**config.mk**
```make
export PLATFORM = sky130hd
export DESIGN_NAME = serial_comp
export DESIGN_NICKNAME = d
export VERILOG_FILES = /design/src/rtl/serial_comp.sv
export SDC_FILE = /design/constraint.sdc
export NUM_CORES = 1
export LEC_CHECK = 0
export ABC_AREA = 1
export CORE_MARGIN = 8
export CORE_UTILIZATION = 51
export CTS_CLUSTER_DIAMETER = 100
export DETAILED_ROUTE_END_ITERATION = 16
export PLACE_DENSITY = 0.82
export SLEW_MARGIN = 10
export SYNTH_ARGS = -nofsm -noshare
export SYNTH_HDL_FRONTEND = slang
export SYNTH_SLANG_ARGS = --single-unit
```
**constraint.sdc**
```tcl
create_clock -name clk -period 3.66 [get_ports clk]
set_input_delay 0.732 -clock clk [delete_from_list [all_inputs] [get_ports clk]]
set_output_delay 0.732 -clock clk [all_outputs]
set_load 0.005 [all_outputs]
```
**src/rtl/serial_comp.sv**
```systemverilog
// Digit-serial magnitude comparator: examines DIGIT bits per cycle from the MSB
// and stops at the first differing digit. Signed compares flip both MSBs.
module serial_comp #(
    parameter int WIDTH = 8,
    parameter int DIGIT = 2
) (
    input  logic                                 clk,
    input  logic                                 rst,
    input  logic                                 start,
    input  logic                                 signed_mode,
    input  logic [WIDTH-1:0]                     x,
    input  logic [WIDTH-1:0]                     y,
    output logic                                 busy,
    output logic                                 done,
    output logic                                 xly,
    output logic                                 xgy,
    output logic                                 xey,
    output logic [$clog2(WIDTH/DIGIT+1)-1:0]     ndig
);
    localparam int NDIG = WIDTH / DIGIT;
    localparam int NW   = $clog2(NDIG + 1);
    localparam int IW   = (NDIG > 1) ? $clog2(NDIG) : 1;

    typedef enum logic [1:0] {IDLE, RUN, DONE} state_t;
    state_t state, nxt;

    logic [WIDTH-1:0] xr, yr, xs, ys;
    logic [IW-1:0]    idx;
    logic [DIGIT-1:0] xd, yd;
    logic             load, last, decide;

    assign load   = start && (state != RUN);
    // Shift the current digit up to the MSB end so one fixed slice reads it.
    assign xs     = xr << (int'(idx) * DIGIT);
    assign ys     = yr << (int'(idx) * DIGIT);
    assign xd     = xs[WIDTH-1 -: DIGIT];
    assign yd     = ys[WIDTH-1 -: DIGIT];
    assign last   = (idx == IW'(NDIG - 1));
    assign decide = (xd != yd) || last;

    always_ff @(posedge clk) begin
        if (rst) state <= IDLE;
        else     state <= nxt;
    end

    always_comb begin
        nxt = state;
        case (state)
            IDLE:    if (start) nxt = RUN;
            RUN:     if (decide) nxt = DONE;
            DONE:    nxt = start ? RUN : IDLE;
            default: nxt = IDLE;
        endcase
    end

    always_comb begin
        busy = (state == RUN);
        done = (state == DONE);
    end

    always_ff @(posedge clk) begin
        if (rst) begin
            xly  <= 1'b0;
            xgy  <= 1'b0;
            xey  <= 1'b0;
            ndig <= '0;
        end else if (load) begin
            // Offset-binary in signed mode turns the rest into an unsigned compare.
            xr  <= {x[WIDTH-1] ^ signed_mode, x[WIDTH-2:0]};
            yr  <= {y[WIDTH-1] ^ signed_mode, y[WIDTH-2:0]};
            idx <= '0;
        end else if (state == RUN) begin
            idx <= idx + IW'(1);
            if (decide) begin
                xly  <= (xd < yd);
                xgy  <= (xd > yd);
                xey  <= (xd == yd);
                ndig <= NW'(idx) + NW'(1);
            end
        end
    end
endmodule

```
# ---- Word-level counts from Yosys, hierarchy flattened
# Index checks and enable logic that the tools add are counted.
dict set report word_totals {
  reg_bits 26
  latchBits 0
  mem_bits_rw 0
  romBits 0
  word_cells 39
  memories 0
}
dict set report op_classes {
  n_addsub 2
  multipliers 0
  div_mod_pow 0
  magnitude_cmp 2
  n_eq_ne 8
  shifts 2
  n_mux 5
  bitwise 4
  n_reduce_logical 8
}
# op count
set op_table {}
lappend op_table {{left shift 8 x 3 -> 8 bit} 2}
lappend op_table {{2-to-1 mux 2 bit} 3}
lappend op_table {{one-hot mux 2 bit (3 select lines)} 1}
lappend op_table {{AND reduction 2 bit} 3}
lappend op_table {{== test 2 bit (second input constant)} 2}
lappend op_table {{!= test 2 x 1 -> 1 bit (second input constant)} 2}
lappend op_table {{adder 2 x 1 -> 3 bit (second input constant)} 1}
lappend op_table {{AND reduction 3 bit} 1}
lappend op_table {{adder 2 x 1 -> 2 bit (second input constant)} 1}
lappend op_table {{== test 2 x 1 -> 1 bit (second input constant)} 1}
lappend op_table {{== test 2 bit} 1}
lappend op_table {{greater-than comparator 2 bit} 1}
lappend op_table {{zero test 2 bit} 1}
lappend op_table {{less-than comparator 2 bit} 1}
lappend op_table {{!= test 2 bit} 1}
lappend op_table {{!= test 2 bit (second input constant)} 1}
lappend op_table {{NOT 1 bit} 2}
lappend op_table {{nonzero test 2 bit} 1}
lappend op_table {{XOR 1 bit} 2}
lappend op_table {{logical AND 1 bit} 1}
lappend op_table {{logical OR 1 bit} 1}
lappend op_table {{2-to-1 mux 1 bit} 1}

# ---- Longest topological paths before layout
# Gate-level depths: netlist (run 1).
dict set report depth {
  word_depth 5
  depth_mapped 11
  mapped_depth_nobuf 11
}

# ---- Least setup slack after synthesis (run 1)
# OpenSTA, ideal clock, no wires.
dict set report synth_path {
  path_kind {input to register}
  from {in start}
  to {reg xr[0], enable pin}
  setup_time_ns 0.389
  t_arrival_ns 1.474
  required_time_ns 3.271
  setup_slack_ns 1.797
  cell_stages 2
  cell_sequence {nand2_1 -> nor2_1}
}
dict set report synth_via {
  elab_chain_cells 2
}
# item line
set synth_rtl {}
lappend synth_rtl {{from (decl)} 9} ;# input logic start,
lappend synth_rtl {{logical AND 1 bit} 32} ;# assign load = start && (state != RUN);
lappend synth_rtl {{AND reduction 2 bit (no source line)} -}
lappend synth_rtl {{to (signal assigned)} 69} ;# xr <= {x[WIDTH-1] ^ signed_mode, x[WIDTH-2:0]};
lappend synth_rtl {{to (decl)} 27} ;# logic [WIDTH-1:0] xr, yr, xs, ys;
# Every way passes these cells.
# A chain may end at the register's enable or synchronous reset.

# ---- Worst setup path after layout (run 1)
dict set report layout_path {
  from {reg state[0]}
  to {out busy}
}
dict set report layout_via {
  elab_chain_cells 1
}
# item line
set layout_rtl {}
lappend layout_rtl {{from (decl)} 25} ;# state_t state, nxt;
lappend layout_rtl {{from (signal assigned)} 43} ;# else state <= nxt;
lappend layout_rtl {{== test 2 x 1 -> 1 bit} 57} ;# busy = (state == RUN);
lappend layout_rtl {{to (decl)} 13} ;# output logic busy,
# Every way passes these cells.

==> results of run 1 <==
cell families after synthesis:
| logic type | synth area share |
|---|---|
| AOI/OAI and AO/OA | 0.0626 |
| and+or+nand+nor | 0.213 |
| buffers and inverters | 0.0492 |
| DFF | 0.626 |
| adders and majority gates | 0.0336 |
| xor gates and xnor gates | 0.0157 |
registers in the layout, summed over array words and instances (netlist names):
register,count
xr,8
yr,8
ndig,3
idx,2
state,2
xey,1
xgy,1
xly,1
worst max-delay path: stages, from the launching register on:
cell and delay (ns):
dfxtp_1 0.42, nand2_4 0.11, inv_6 0.09, clkdlybuf4s50_1 0.50
area by class of cell:
class                           instances  area, um2  share of cell area
Clock buffer                            4       36.3              0.0248
Inverter                               12       50.0              0.0342
Multi-Input combinational cell         67        363               0.248
Sequential cell                        26        701               0.479
Tap cell                               28       35.0              0.0240
Timing Repair Buffer                   28        278               0.190
path summary, 6_finish.rpt:
| check | end | startpoint | cells past startpoint | slack (ns) |
|---|---|---|---|---|
| setup / recovery | busy | state[0] | 3 | 1.49 |
| setup reg to reg | xey | idx[0] | 8 | 1.68 |
| hold / removal | xgy | xgy | 2 | 0.48 |
| hold reg to reg | xgy | xgy | 2 | 0.48 |
cells in the mapped netlist, types with 3 or more instances:
master / number / share of area
nand2_1: 21 / 0.070
edfxtp_1: 18 / 0.48
nor2_1: 14 / 0.047
dfxtp_1: 8 / 0.14
inv_1: 8 / 0.027
nand3_1: 7 / 0.031
o21ai_0: 4 / 0.018
ha_1: 3 / 0.034
nor2_2: 3 / 0.017
o22ai_1: 3 / 0.017
metrics by stage:
step / utilization / cell area (um2)
after floorplan: - / 1120
after global placement: 0.664 / 1430
after detailed placement: 0.664 / 1430
after CTS: 0.681 / 1460
after global routing: 0.681 / 1460
final: 0.681 / 1460
report_power, final:
part	total, uW	leakage [uW]	internal [uW]	switching (uW)
Sequential	348	0.000234	337	11.2
Clock	139	0.0000210	60.8	77.7
Combinational	136	0.000321	67.6	68.6
layer usage:
metal	routed length (um)	up-vias	part of all wire	global-route usage
met5	0	-	0	0
met4	33	0	0.018	0.0513
met3	188	4	0.10	0.0573
met2	886	30	0.48	0.172
met1	736	351	0.40	0.106
li1	-	413	-	-
==> results.txt, run 1 <==
Vias/cell: 4.84
fmax: 0.462 GHz
drt total wl: 1850 um
outcome: completed
DRC: 0
crit-path max FO: 6
Clock Path Buffers: 2
CTS tree: built
Worst Path Arrival: 1.43 ns
# clock sinks: 26
TritonCTS Buffers: 3
worst vdd ir: 0.000320 V
Max Cap Viol: 0
Async SR Flop Fraction: 0
Gate Count Post-Synth: 106
Hold WS: 0.476 ns
# rows: 17
sequential-to-total area share from yosys stat: 0.626
YS warnings: 0
largest net degree at the start of global routing: 17
Hold Vio Cnt, Final: 0
leakage power: 0.000576 uW
Initial DRT Pass Iterations: 4
crit path launch type: register
Post-DRT Antenna Nets: 0
Synth Area per Inst: 10.6 um2
Area Overhead vs Synth: 30.8%
via count: 798
Worst-Margin Slew: 0.351 ns
WP data required: 2.93 ns
die height: 62.8 um
Initial Util: 0.521
RSZ-0062 raised after global routing: no
hold buffers post-CTS: 0
most common cell after layout, fill and taps aside: clkdlybuf4s50_1
hpwl dp: 1460 um
htree depth: 1
Synth Cell Area: 1120 um2
worst-skew pair later-pin latency: 0.31 ns
Final Power: 623 uW
Placer Congestion: 0.775
syn nets: 129
global route overflow: 0
Post-CTS Setup Bufs: 0
nets: 161
Crit Path Category: register to output pin
period utilization: 0.592
Post-synth EDFFs: 18
initial antenna violation count: 0
Die W: 62.8 um
worst hold path type: register to register
Clock Skew: 0.00357 ns
post-synthesis register bit count: 26
setup slack after layout: 1.49 ns
gr usage total: 0.105
die area: 3950 um2
PD cells: 426 nW/um2
fillcell total: 173
first-pass GRT wire length: 3420 um
CTS Root Cell: clkbuf_4
Iter 0 DRT Violations: 27
Placement Setup Slack: 1.67 ns
Core Region: 2150 um2
dpl cells: 161
IO Port Bufs: 27
total negative slack: 0 ns
vias in the first global route: 815
commonest cells after routing, fill and taps aside: clkdlybuf4s50_1 (27), nand2_1 (21), edfxtp_1 (18), nor2_1 (14)
Setup violations, final: 0
min cycle time layout: 2.17 ns
Rel. slew slack: 0.766
Main synth FF type: edfxtp_1
Avg WL per Cell: 11.2 um
fin. max-slew vios: 0
Finished Layout Cells: 165
register clock-pin slew on the reported worst setup and hold paths: 0.13 ns
post-CTS sizing: 0
Cell variety after synth: 22
share of cells above drive strength 1: 0.124
CP Capture Type: output pin
Antenna diodes: 0
I/O pin total: 28
No activity file was read; power rests on OpenSTA's default activity.
==> inputs of run 2 (changes only) <==
CORE_UTILIZATION = 47   (was 51)
PLACE_DENSITY = 0.77   (was 0.82)
clock period = 2 ns   (was 3.66 ns; I/O delays follow)
==> run 2 against run 1 <==
Global-route usage is 0.28 points higher. Critical endpoint unchanged. Critical path type unchanged. Cell count up 1.2%. Clock power rose by 60%. Largest cell class unchanged. Clock-buffer cell count is 1 lower.
==> results.txt, run 2 (synthesis results as in run 1) <==
Setup violations, final: 0 (unchanged)
htree depth: 1 (unchanged)
Worst path slowest cell: clkdlybuf4s50_1 (unchanged)
RR Startpoint: idx[0] (unchanged)
CTS Root Cell: clkbuf_4 (unchanged)
RSZ-0062 raised after global routing: no (unchanged)
outcome: completed (unchanged)
CTS tree: built (unchanged)
worst vdd ir: 0.000519 V (was 0.000320 V)
Post-DRT Antenna Nets: 0 (unchanged)
Initial Util: 0.501 (was 0.521)
via count: 819 (was 798)
fin. max-slew vios: 0 (unchanged)
IO Port Bufs: 27 (unchanged)
Worst Path Arrival: 1.43 ns (about the same)
Max Cap Viol: 0 (unchanged)
DRC: 0 (unchanged)
register clock-pin slew on the reported worst setup and hold paths: 0.13 ns (about the same)
CP Capture Type: output pin (unchanged)
Clock Path Buffers: 2 (unchanged)
# clock sinks: 26 (unchanged)
PD cells: 760 nW/um2 (was 426 nW/um2)
Finished Layout Cells: 167 (was 165)
largest net degree at the start of global routing: 17 (unchanged)
Initial DRT Pass Iterations: 4 (unchanged)
Area Overhead vs Synth: 31.2% (was 30.8%)
utilization after layout: 0.657 (was 0.681)
leakage power: 0.000580 uW (was 0.000576 uW)
initial antenna violation count: 0 (unchanged)
Hold WS: 0.483 ns (was 0.476 ns)
Clock Skew: 0.00455 ns (was 0.00357 ns)
period utilization: 0.916
share of cells above drive strength 1: 0.129 (was 0.124)
Vias/cell: 4.90 (was 4.84)
CP Buf/Inv Count: 2 (unchanged)
TritonCTS Buffers: 3 (unchanged)
Rel. slew slack: 0.859 (was 0.766)
commonest cells after routing, fill and taps aside: clkdlybuf4s50_1 (27), nand2_1 (21), edfxtp_1 (18), nor2_1 (14) (unchanged)
nets: 163 (was 161)
dpl cells: 162 (was 161)
Die W: 64.8 um (was 62.8 um)
Iter 0 DRT Violations: 10 (was 27)
Hold Vio Cnt, Final: 0 (unchanged)
drt total wl: 2030 um (was 1850 um)
largest registers: xr (8), yr (8), ndig (3) (unchanged)
I/O pin total: 28 (unchanged)
Crit Path Category: register to output pin (unchanged)
cell breakdown of the critical path: nand2_4, inv_6, clkdlybuf4s50_1 (unchanged)
global route overflow: 0 (unchanged)
Critical Path Max Stage Delay: 0.50 ns (about the same)
first-pass GRT wire length: 3620 um (was 3420 um)
WP data required: 1.60 ns (was 2.93 ns)
Avg WL per Cell: 12.2 um (was 11.2 um)
crit-path max FO: 6 (unchanged)
worst-skew pair later-pin latency: 0.32 ns (was 0.31 ns)
Worst Hold Launch: xey (was xgy)
vias in the first global route: 858 (was 815)
family with the most delay on the worst path: buffers and inverters (unchanged)
most common cell after layout, fill and taps aside: clkdlybuf4s50_1 (unchanged)
Worst-Margin Slew: 0.211 ns (was 0.351 ns)
fmax: 0.546 GHz
Core Region: 2230 um2 (was 2150 um2)
hpwl dp: 1660 um (was 1460 um)
gr usage total: 0.108 (was 0.105)
worst hold path type: register to register (unchanged)
total negative slack: 0 ns (unchanged)
Antenna diodes: 0 (unchanged)
crit path launch type: register (unchanged)
Placer Congestion: 0.841 (was 0.775)
worst setup path startpoint: state[0] (unchanged)
# rows: 17 (unchanged)
die area: 4200 um2 (was 3950 um2)
min cycle time layout: 1.83 ns
die height: 64.8 um (was 62.8 um)
run 2: layout make-up:
| cell class | count | area (um2) |
|---|---|---|
| fillers | 180 | 766 |
| multi-input cells | 67 | 363 |
| inverters | 12 | 50.0 |
| clock buffers | 3 | 22.5 |
| flip-flops and latches | 26 | 701 |
| well taps | 28 | 35.0 |
| clock inverters | 1 | 3.75 |
| repair buffers | 30 | 293 |
run 2: where the power goes:
part / leakage, uW / switching, uW / internal [uW]
clock network: 0.0000154 / 149 / 73.1
logic: 0.000331 / 129 / 128
registers: 0.000234 / 19.2 / 617
run 2: through the flow:
stage | power [uW] | cell area, um2 | worst slack, ns
2_1_floorplan | 801 | 1120 | 0.354
3_3_place_gp | 899 | 1430 | 0.226
3_5_place_dp | 906 | 1430 | 0.163
4_1_cts | 1130 | 1460 | 0.142
5_1_grt | 1180 | 1470 | 0.0292
6_report | 1120 | 1470 | 0.168
run 2: worst paths after layout:
path                to  slack, ns  depth (start not counted)
setup / recovery  busy       0.17                          3
hold / removal     xey       0.48                          1
setup reg to reg   xey       0.18                          8
hold reg to reg    xey       0.48                          1
run 2: per-layer routing:
metal  vias to the layer above  routed length (um)  global-route usage
met5                         -                   0                   0
met4                         0                  52              0.0436
met3                         5                 174              0.0430
met2                        29                1060               0.200
met1                       368                 743               0.103
li1                        417                   -                   -
run 2: timing repair:
action	in CTS	in global routing
buffers inserted	0	1
hold buffers	0	0
resized for setup	0	0
setup endpoints to repair	0	2
==> inputs of run 3 (changes only) <==
CORE_UTILIZATION = 55   (was 47)
DONT_BUFFER_PORTS = 1   (was unset)
PLACE_DENSITY = 0.7   (was 0.77)
==> run 3 against run 2 <==
Critical path depth increased by 5. Die area decreased by 11%. First-iteration DRC count increased by 10%. Power increased by 5.7%. Sequential power increased by 0.6%. Non-clock buffer count decreased by 28. Sequential share of layout area increased by 9.9 points. Cell area decreased by 17%. Critical path type is now register to register.
==> results.txt, run 3 (synthesis results as in run 1) <==
fmax: 0.550 GHz (was 0.546 GHz)
die height: 61.1 um (was 64.8 um)
Worst path slowest cell: edfxtp_1 (was clkdlybuf4s50_1)
Clk pwr share: 0.299 (was 0.199)
Core Region: 1940 um2 (was 2230 um2)
Crit Path Category: register to register (was register to output pin)
register clock-pin slew on the reported worst setup and hold paths: 0.13 ns (about the same)
Hold WS: 0.116 ns (was 0.483 ns)
PD cells: 970 nW/um2 (was 760 nW/um2)
leakage power: 0.000485 uW (was 0.000580 uW)
first-pass GRT wire length: 3310 um (was 3620 um)
Avg WL per Cell: 13.9 um (was 12.2 um)
CTS tree: built (unchanged)
worst-skew pair later-pin latency: 0.32 ns (about the same)
Critical Path Max Stage Delay: 0.49 ns (was 0.50 ns)
Worst Hold Launch: rst (was xey)
Multi-input gate area: 363 um2 (unchanged)
Area Overhead vs Synth: 8.61% (was 31.2%)
Hold Vio Cnt, Final: 0 (unchanged)
total negative slack: 0 ns (unchanged)
drt total wl: 1920 um (was 2030 um)
Finished Layout Cells: 138 (was 167)
IO Port Bufs: 0 (was 27)
via count: 719 (was 819)
fillcell total: 164 (was 180)
global route overflow: 0 (unchanged)
Setup violations, final: 0 (unchanged)
most common cell after layout, fill and taps aside: nand2_1 (was clkdlybuf4s50_1)
Clock Skew: 0.00415 ns (was 0.00455 ns)
P_sw: 290 uW (was 297 uW)
largest net degree at the start of global routing: 17 (unchanged)
Placer Congestion: 0.808 (was 0.841)
vias in the first global route: 788 (was 858)
Max Cap Viol: 0 (unchanged)
I/O pin total: 28 (unchanged)
TritonCTS Buffers: 3 (unchanged)
# rows: 16 (was 17)
CP Capture Type: register (was output pin)
Die W: 61.1 um (was 64.8 um)
worst vdd ir: 0.000609 V (was 0.000519 V)
WP data required: 2.23 ns (was 1.60 ns)
Combinational Power Share: 0.158 (was 0.231)
Post-DRT Antenna Nets: 0 (unchanged)
post-CTS sizing: 0 (unchanged)
min cycle time layout: 1.82 ns (was 1.83 ns)
# clock sinks: 26 (unchanged)
die area: 3730 um2 (was 4200 um2)
most frequent CP cell: nor2_2
post-route cell area: 1210 um2 (was 1470 um2)
largest registers: xr (8), yr (8), ndig (3) (unchanged)
initial antenna violation count: 0 (unchanged)
crit path launch type: register (unchanged)
hpwl dp: 1510 um (was 1660 um)
commonest cells after routing, fill and taps aside: nand2_1 (21), edfxtp_1 (18), nor2_1 (14), dfxtp_1 (8) (was clkdlybuf4s50_1 (27), nand2_1 (21), edfxtp_1 (18), nor2_1 (14))
crit-path max FO: 7 (was 6)
DRC: 0 (unchanged)
nets: 135 (was 163)
internal power: 888 uW (was 818 uW)
period utilization: 0.910 (was 0.916)
share of cells above drive strength 1: 0.171 (was 0.129)
dpl cells: 134 (was 162)
worst hold path type: input port to register (was register to register)
FF+latch area: 701 um2 (unchanged)
fin. max-slew vios: 0 (unchanged)
cell breakdown of the critical path: buf_4, o21ai_0, o22ai_1, ha_1, nand2_2, nor2_2, nor2_2, o21a_1 (was nand2_4, inv_6, clkdlybuf4s50_1)
Iter 0 DRT Violations: 11 (was 10)
switching share of power: 0.246 (was 0.267)
Seq pwr share: 0.543 (was 0.570)
Reg2Reg Setup Slack: 0.18 ns (about the same)
RR Startpoint: idx[0] (unchanged)
CTS Root Cell: clkbuf_4 (unchanged)
Antenna diodes: 0 (unchanged)
utilization after layout: 0.626 (was 0.657)
Initial DRT Pass Iterations: 4 (unchanged)
Initial Util: 0.576 (was 0.501)
Rel. slew slack: 0.857 (was 0.859)
Clock Path Buffers: 2 (unchanged)
hold buffers post-CTS: 0 (unchanged)
Vias/cell: 5.21 (was 4.90)
Placement Cell Area: 1160 um2 (was 1430 um2)
htree depth: 1 (unchanged)
outcome: completed (unchanged)
Worst Path Arrival: 2.05 ns (was 1.43 ns)
RSZ-0062 raised after global routing: no (unchanged)
Worst-Margin Slew: 0.214 ns (was 0.211 ns)
Post-CTS Setup Bufs: 0 (unchanged)
worst setup path startpoint: idx[0] (was state[0])
gr usage total: 0.121 (was 0.108)
-- run 3: changes by cell type in the layout (fill, tap and decap cells not counted), sizes merged --
| cell | before | now |
|---|---|---|
| bufinv | 0 | 1 |
| buf | 3 | 2 |
| clkinv | 2 | 1 |
| clkdlybuf4s50 | 27 | 0 |
-- run 3: area by class of cell --
type / instances / area share
Inverter: 12 / 0.0412
Clock buffer: 3 / 0.0185
Timing Repair Buffer: 2 / 0.0124
Multi-Input combinational cell: 67 / 0.299
Clock inverter: 1 / 0.0247
Sequential cell: 26 / 0.577
Tap cell: 27 / 0.0278
-- run 3: power by group through the flow --
stage	logic (uW)	registers (uW)	clock network, uW
after global placement	181	653	0
final	186	640	353
after CTS	188	641	360
after global routing	213	646	385
after floorplan	155	645	0
after detailed placement	187	653	0
-- run 3: per-layer routing --
metal / vias to the layer above / GRT usage / part of all wire
li1: 361 / - / -
met1: 329 / 0.127 / 0.42
met2: 25 / 0.196 / 0.48
met3: 4 / 0.0668 / 0.084
met4: 0 / 0.0532 / 0.023
met5: - / 0 / 0
-- run 3: critical path: cells and delay by family, from the launching register on --
kind,cells,cell delay [ns]
compound gates,3,0.41
fa+ha+maj,1,0.35
simple gates,3,0.27
flops,1,0.49
buf+inv,1,0.20
-- run 3: stage by stage --
step	setup WS [ns]	total power, uW
after floorplan	0.354	801
after global placement	0.270	834
after detailed placement	0.191	840
after CTS	0.167	1190
after global routing	0.0637	1240
final	0.180	1180
-- run 3: path summary, 6_finish.rpt --
kind                            cells past startpoint  endpoint
worst max-delay path                                8       xey
worst min-delay path                                1       xgy
worst max register to register                      8       xey
worst min register to register                      2       xgy
